[src/rtl/gbe_tx_arb.sv]
// Three-source frame arbiter for the MAC TX byte port: one whole frame per grant, MAX_BYTES truncation, IFG spacing.
// Grant lands one cycle after a request in IDLE; the first byte holds until mac_tx_ack, and each following byte is sent and consumed in a single cycle.
module gbe_tx_arb #(
  parameter int MAX_BYTES  = 2048,
  parameter int IFG_CYCLES = 2
) (
  input  logic        mac_clk,
  input  logic        mac_rst_n,
  input  logic        arb_mode,
  input  logic [2:0]  src_req,
  input  logic [23:0] src_data,
  input  logic [2:0]  src_eof,
  output logic [2:0]  src_rd,
  output logic [2:0]  src_grant,
  output logic [7:0]  mac_tx_data,
  output logic        mac_tx_dvld,
  input  logic        mac_tx_ack,
  output logic [2:0]  frame_done,
  output logic        frame_abort
);

  typedef enum logic [2:0] {S_IDLE, S_WAIT_ACK, S_STREAM, S_DRAIN, S_GAP} state_t;

  localparam int          MAX_CLAMP = (MAX_BYTES > 4095) ? 4095 : MAX_BYTES;
  localparam logic [11:0] MAX_CNT   = 12'(MAX_CLAMP);
  localparam logic [4:0]  IFG       = 5'(IFG_CYCLES);

  state_t      state, state_nxt;
  logic [2:0]  grant;
  logic [1:0]  last;
  logic [11:0] byte_cnt;
  logic [11:0] cnt_inc;
  logic [3:0]  gap_cnt;
  logic [1:0]  win_idx;
  logic [1:0]  cand;
  logic        cur_eof;
  logic        cnt_max;
  logic        gap_end;

  // Round-robin scans last+1, last+2, last+3 (mod 3); going downward lets the nearest candidate win.
  always_comb begin
    win_idx = 2'd0;
    cand    = 2'd0;
    if (arb_mode) begin
      for (int i = 3; i >= 1; i--) begin
        cand = 2'((int'(last) + i) % 3);
        if (src_req[cand]) win_idx = cand;
      end
    end else if (src_req[2]) begin
      win_idx = 2'd2;
    end else if (src_req[1]) begin
      win_idx = 2'd1;
    end
  end

  assign cur_eof   = |(src_eof & grant);
  assign cnt_inc   = (byte_cnt == 12'hFFF) ? byte_cnt : byte_cnt + 12'd1;
  assign cnt_max   = (cnt_inc >= MAX_CNT);
  assign gap_end   = (({1'b0, gap_cnt} + 5'd1) >= IFG);
  assign src_grant = grant;

  always_ff @(posedge mac_clk or negedge mac_rst_n) begin
    if (!mac_rst_n) state <= S_IDLE;
    else            state <= state_nxt;
  end

  always_comb begin
    state_nxt = state;
    case (state)
      S_IDLE:     if (|src_req) state_nxt = S_WAIT_ACK;
      S_WAIT_ACK: begin
        if (mac_tx_ack) begin
          if (cur_eof)                state_nxt = S_GAP;
          else if (MAX_CNT <= 12'd1)  state_nxt = S_DRAIN;
          else                        state_nxt = S_STREAM;
        end
      end
      S_STREAM: begin
        if (cur_eof)      state_nxt = S_GAP;
        else if (cnt_max) state_nxt = S_DRAIN;
      end
      S_DRAIN:    if (cur_eof) state_nxt = S_GAP;
      S_GAP:      if (gap_end) state_nxt = S_IDLE;
      default:    state_nxt = S_IDLE;
    endcase
  end

  always_comb begin
    mac_tx_dvld = 1'b0;
    src_rd      = 3'b000;
    case (state)
      S_WAIT_ACK: begin
        mac_tx_dvld = 1'b1;
        if (mac_tx_ack) src_rd = grant;
      end
      S_STREAM: begin
        mac_tx_dvld = 1'b1;
        src_rd      = grant;
      end
      S_DRAIN:  src_rd = grant;
      default:  ;
    endcase
  end

  always_comb begin
    mac_tx_data = 8'h00;
    for (int i = 0; i < 3; i++) begin
      if (grant[i]) mac_tx_data = src_data[8*i +: 8];
    end
  end

  always_ff @(posedge mac_clk or negedge mac_rst_n) begin
    if (!mac_rst_n) begin
      grant       <= 3'b000;
      last        <= 2'd0;
      byte_cnt    <= 12'd0;
      gap_cnt     <= 4'd0;
      frame_done  <= 3'b000;
      frame_abort <= 1'b0;
    end else begin
      frame_done  <= 3'b000;
      frame_abort <= 1'b0;
      case (state)
        S_IDLE: begin
          if (|src_req) begin
            grant <= 3'b001 << win_idx;
            // Fixed-priority grants leave the round-robin pointer untouched.
            if (arb_mode) last <= win_idx;
          end
        end
        S_WAIT_ACK: if (mac_tx_ack) byte_cnt <= 12'd1;
        S_STREAM:   byte_cnt <= cnt_inc;
        S_GAP:      gap_cnt <= gap_cnt + 4'd1;
        default:    ;
      endcase
      if (state != S_GAP && state_nxt == S_GAP) begin
        grant   <= 3'b000;
        gap_cnt <= 4'd0;
        if (state != S_DRAIN) frame_done <= grant;
      end
      if (state != S_DRAIN && state_nxt == S_DRAIN) frame_abort <= 1'b1;
    end
  end

endmodule

[config.mk]
export PLATFORM = sky130hd
export DESIGN_NAME = gbe_tx_arb
export DESIGN_NICKNAME = d
export VERILOG_FILES = /design/src/rtl/gbe_tx_arb.sv
export SDC_FILE = /design/constraint.sdc
export NUM_CORES = 1
export LEC_CHECK = 0
export CELL_PAD_IN_SITES_DETAIL_PLACEMENT = 2
export CELL_PAD_IN_SITES_GLOBAL_PLACEMENT = 2
export CORE_UTILIZATION = 28
export DETAILED_ROUTE_END_ITERATION = 16
export GPL_ROUTABILITY_DRIVEN = 0
export PLACE_DENSITY = 0.78
export SYNTH_ARGS = -nofsm -noshare
export SYNTH_HDL_FRONTEND = slang
export SYNTH_SLANG_ARGS = --single-unit
[constraint.sdc]
create_clock -name mac_clk -period 1.9 [get_ports mac_clk]
set_input_delay 0.19 -clock mac_clk [delete_from_list [all_inputs] [get_ports mac_clk]]
set_output_delay 0.19 -clock mac_clk [all_outputs]
set_load 0.02 [all_outputs]
==> impl_metrics.tcl <==
set metrics [dict create \
    critPathBufInv 0 \
    min_period_ps 1807 \
    hp-class "primary input to asynchronous set/reset pin" \
    period_share_pct 95.11 \
    die_y_um 83.49 \
    worst_pin_slew_ps 484.2 \
    synth_ff_type "dfrtp_1" \
    n_antenna_cell 0 \
    yosysTopAreaCell "dfrtp_1" \
    crit_path_start_kind "flip-flop" \
    synth_cell_type_count 49 \
    h-tree-depth 1 \
    drtIter0Drc 40 \
    slowest_delay_ps 530 \
    core-area_um2 6386 \
    grt_util_all_layers_pct 17.48 \
    power.total_mw 3.137 \
    yosys_warnings 0 \
    cts_sinks 28 \
    synth_edf_count 0 \
    routedWlPerCell_um 16.81 \
    grt_first_pass_wirelength_mm 9.922 \
    route.detailed.drc 0 \
    nNetsFinal 318 \
    grt-ovfl-total 0 \
    clk_path_buf_depth 2 \
    avgSynthCellArea_um2 8.688 \
    finalSetupTns_ps 0 \
    synthCells 214 \
    syn_area_um2 1859 \
    num_vias 1824 \
    async_reset_ff_share_pct 100.0 \
    numCtsBuffers 3 \
    cts_hold_buf 0 \
    num_rows 29 \
    clk_pin_slew_ps 90 \
    worstPathCellList "or3b_1, nor3_4, and3_1, nand3_1, o211a_1" \
    final_common_cell "clkdlybuf4s50_1" \
    final_cell_mix "40 x clkdlybuf4s50_1, 30 x nand2_1, 26 x dfrtp_1, 19 x buf_4, 17 x o21ai_0" \
    clockRootBuffer "clkbuf_8" \
    die_area_um2 6971 \
    powerDensity_nw_per_um2 1206 \
    drive_above_1_share_pct 13.09 \
    dpl-instance-area_um2 2551 \
    drv_cap 0 \
    antenna_found_initial 0 \
    p_leak_nw 1.125 \
    status "complete, no violations" \
    io_pins 53 \
    rsz0062_at_grt "false" \
    postCtsSetupRepairBufs 0 \
    ys_ff_latch 28 \
    cp.required_ps 2070 \
    setup_slack_ps 92.86 \
    grt_max_degree 29 \
    grt_pass1_vias 2048 \
    viasPerCell 5.182 \
    area_growth_pct 39.91 \
    crit_family "simple AND/OR/NAND/NOR gates" \
    criticalPathCategory "flip-flop to flip-flop" \
    dp_slack_ps 49.98 \
    hold_viol_final 0 \
    cp_data_arrival_time_ps 1980 \
    fin_skew_ps 6.604 \
    crit_path_end_kind "flip-flop" \
    syn_nets 255 \
    finalWirelength_mm 5.917 \
    ir_drop_mv 0.5307 \
    synth_top_area_share_pct 37.69 \
    setup_viol 0 \
    ant_nets 0 \
    yosys-top-cells-area "dfrtp_1 38%, nand2_1 6.1%, ha_1 4.7%" \
    relSlewSlack_pct 67.65 \
    max_freq_mhz 553.4 \
    path_max_fanout 7 \
    clock_latency_ps 270 \
    worst_path_max_delay_cell "or3b_1" \
    seq_area_frac_synth_pct 37.69 \
    final_cell_area_um2 2601 \
    die_w_um 83.49 \
    numPortBuffers 52 \
    cts_tree "done" \
    initial_core_util_pct 29.11 \
    maxSlewViolCount 0 \
    place_hpwl_mm 4.588 \
    drt_pass1_iterations 4 \
]
[synthesized netlist by cell type (6+ instances only)]
| cell | n |
|---|---|
| inv_1 | 12 |
| and2_1 | 7 |
| nor2_1 | 10 |
| ha_1 | 7 |
| nand2_1 | 30 |
| o21ai_0 | 17 |
| dfrtp_1 | 28 |
| nor3_1 | 8 |
| nand3_1 | 7 |
| clkbuf_1 | 8 |
| a22oi_1 | 9 |
| mux2i_1 | 8 |
| a21oi_1 | 6 |
[where the power goes]
group | total (mW) | internal [mW] | switching (mW)
logic | 1.92 | 0.846 | 1.08
registers | 0.895 | 0.738 | 0.158
clock network | 0.319 | 0.142 | 0.177
total | 3.14 | 1.73 | 1.41
[worst register-to-register path, delay by kind of cell (launching register included)]
| family | cells | cell delay (ps) |
|---|---|---|
| compound gates | 1 | 140 |
| flops | 1 | 480 |
| simple gates | 4 | 1090 |
[final timing paths]
check                                   startpoint                       to  cells after the start  slack (ps)
max                             state[0]$_DFF_PN0_  byte_cnt[8]$_DFFE_PN0P_                      5          90
max in group asynchronous                mac_rst_n      last[1]$_DFFE_PN0P_                      2        1300
max reg2reg                     state[0]$_DFF_PN0_  byte_cnt[8]$_DFFE_PN0P_                      5          90
min                                      mac_rst_n  byte_cnt[7]$_DFFE_PN0P_                      2         300
min reg2reg                byte_cnt[4]$_DFFE_PN0P_  byte_cnt[4]$_DFFE_PN0P_                      1         510
min in group mac_clk       byte_cnt[4]$_DFFE_PN0P_  byte_cnt[4]$_DFFE_PN0P_                      1         510
[metrics by stage]
| stage | hold WS [ps] | std cells | utilization [%] |
|---|---|---|---|
| 3_5_place_dp | 500.6 | 349 | 39.95 |
| 2_1_floorplan | -105.6 | 214 | - |
| 3_3_place_gp | 486.1 | 349 | 39.95 |
| 4_1_cts | 312.9 | 352 | 40.38 |
| 5_1_grt | 347.5 | 352 | 40.73 |
| 6_report | 299.7 | 352 | 40.73 |
[timing repair]
action	4_1_cts	5_1_grt
pin swaps	0	2
endpoints found under the setup margin	12	2
hold endpoints to repair	0	0
cloned	0	0
gates resized for setup	13	7
[layer usage]
layer / wire length (µm) / global-route usage [%] / vias to the layer above / share of wire (%)
met3: 130 / 2.770 / 4 / 2.2
li1: - / - / 894 / -
met5: 0 / 0 / - / 0
met4: 61 / 3.544 / 0 / 1.0
met2: 3071 / 32.79 / 23 / 52
met1: 2653 / 20.99 / 903 / 45
[state kept, by name, indices dropped and copies added (netlist names)]
register,cells
state,3
byte_cnt,12
src_grant,3
gap_cnt,4
frame_done,3
frame_abort,1
last,2
[final cells by class]
class / count / area [µm²]
Timing Repair Buffer: 71 / 648.1
Clock buffer: 3 / 41.29
Multi-Input combinational cell: 161 / 1067
Inverter: 12 / 45.04
Tap cell: 77 / 96.34
Sequential cell: 28 / 703.2
Fill cell: 721 / 3785
[logic make-up (layout without fill, tap and decap cells)]
logic type               Yosys count  after routing  synth area share (%)
adder cells (fa/ha/maj)            7              7                 4.710
buffers and inverters             25             86                 6.056
XOR/XNOR                           2              2                0.9423
multiplexers                       9              9                 4.913
flip-flops                        28             28                 37.68
AO/OA/AOI/OAI                     57             57                 21.54
AND/OR/NAND/NOR                   86             86                 24.16
No activity file was read; power rests on OpenSTA's default activity.
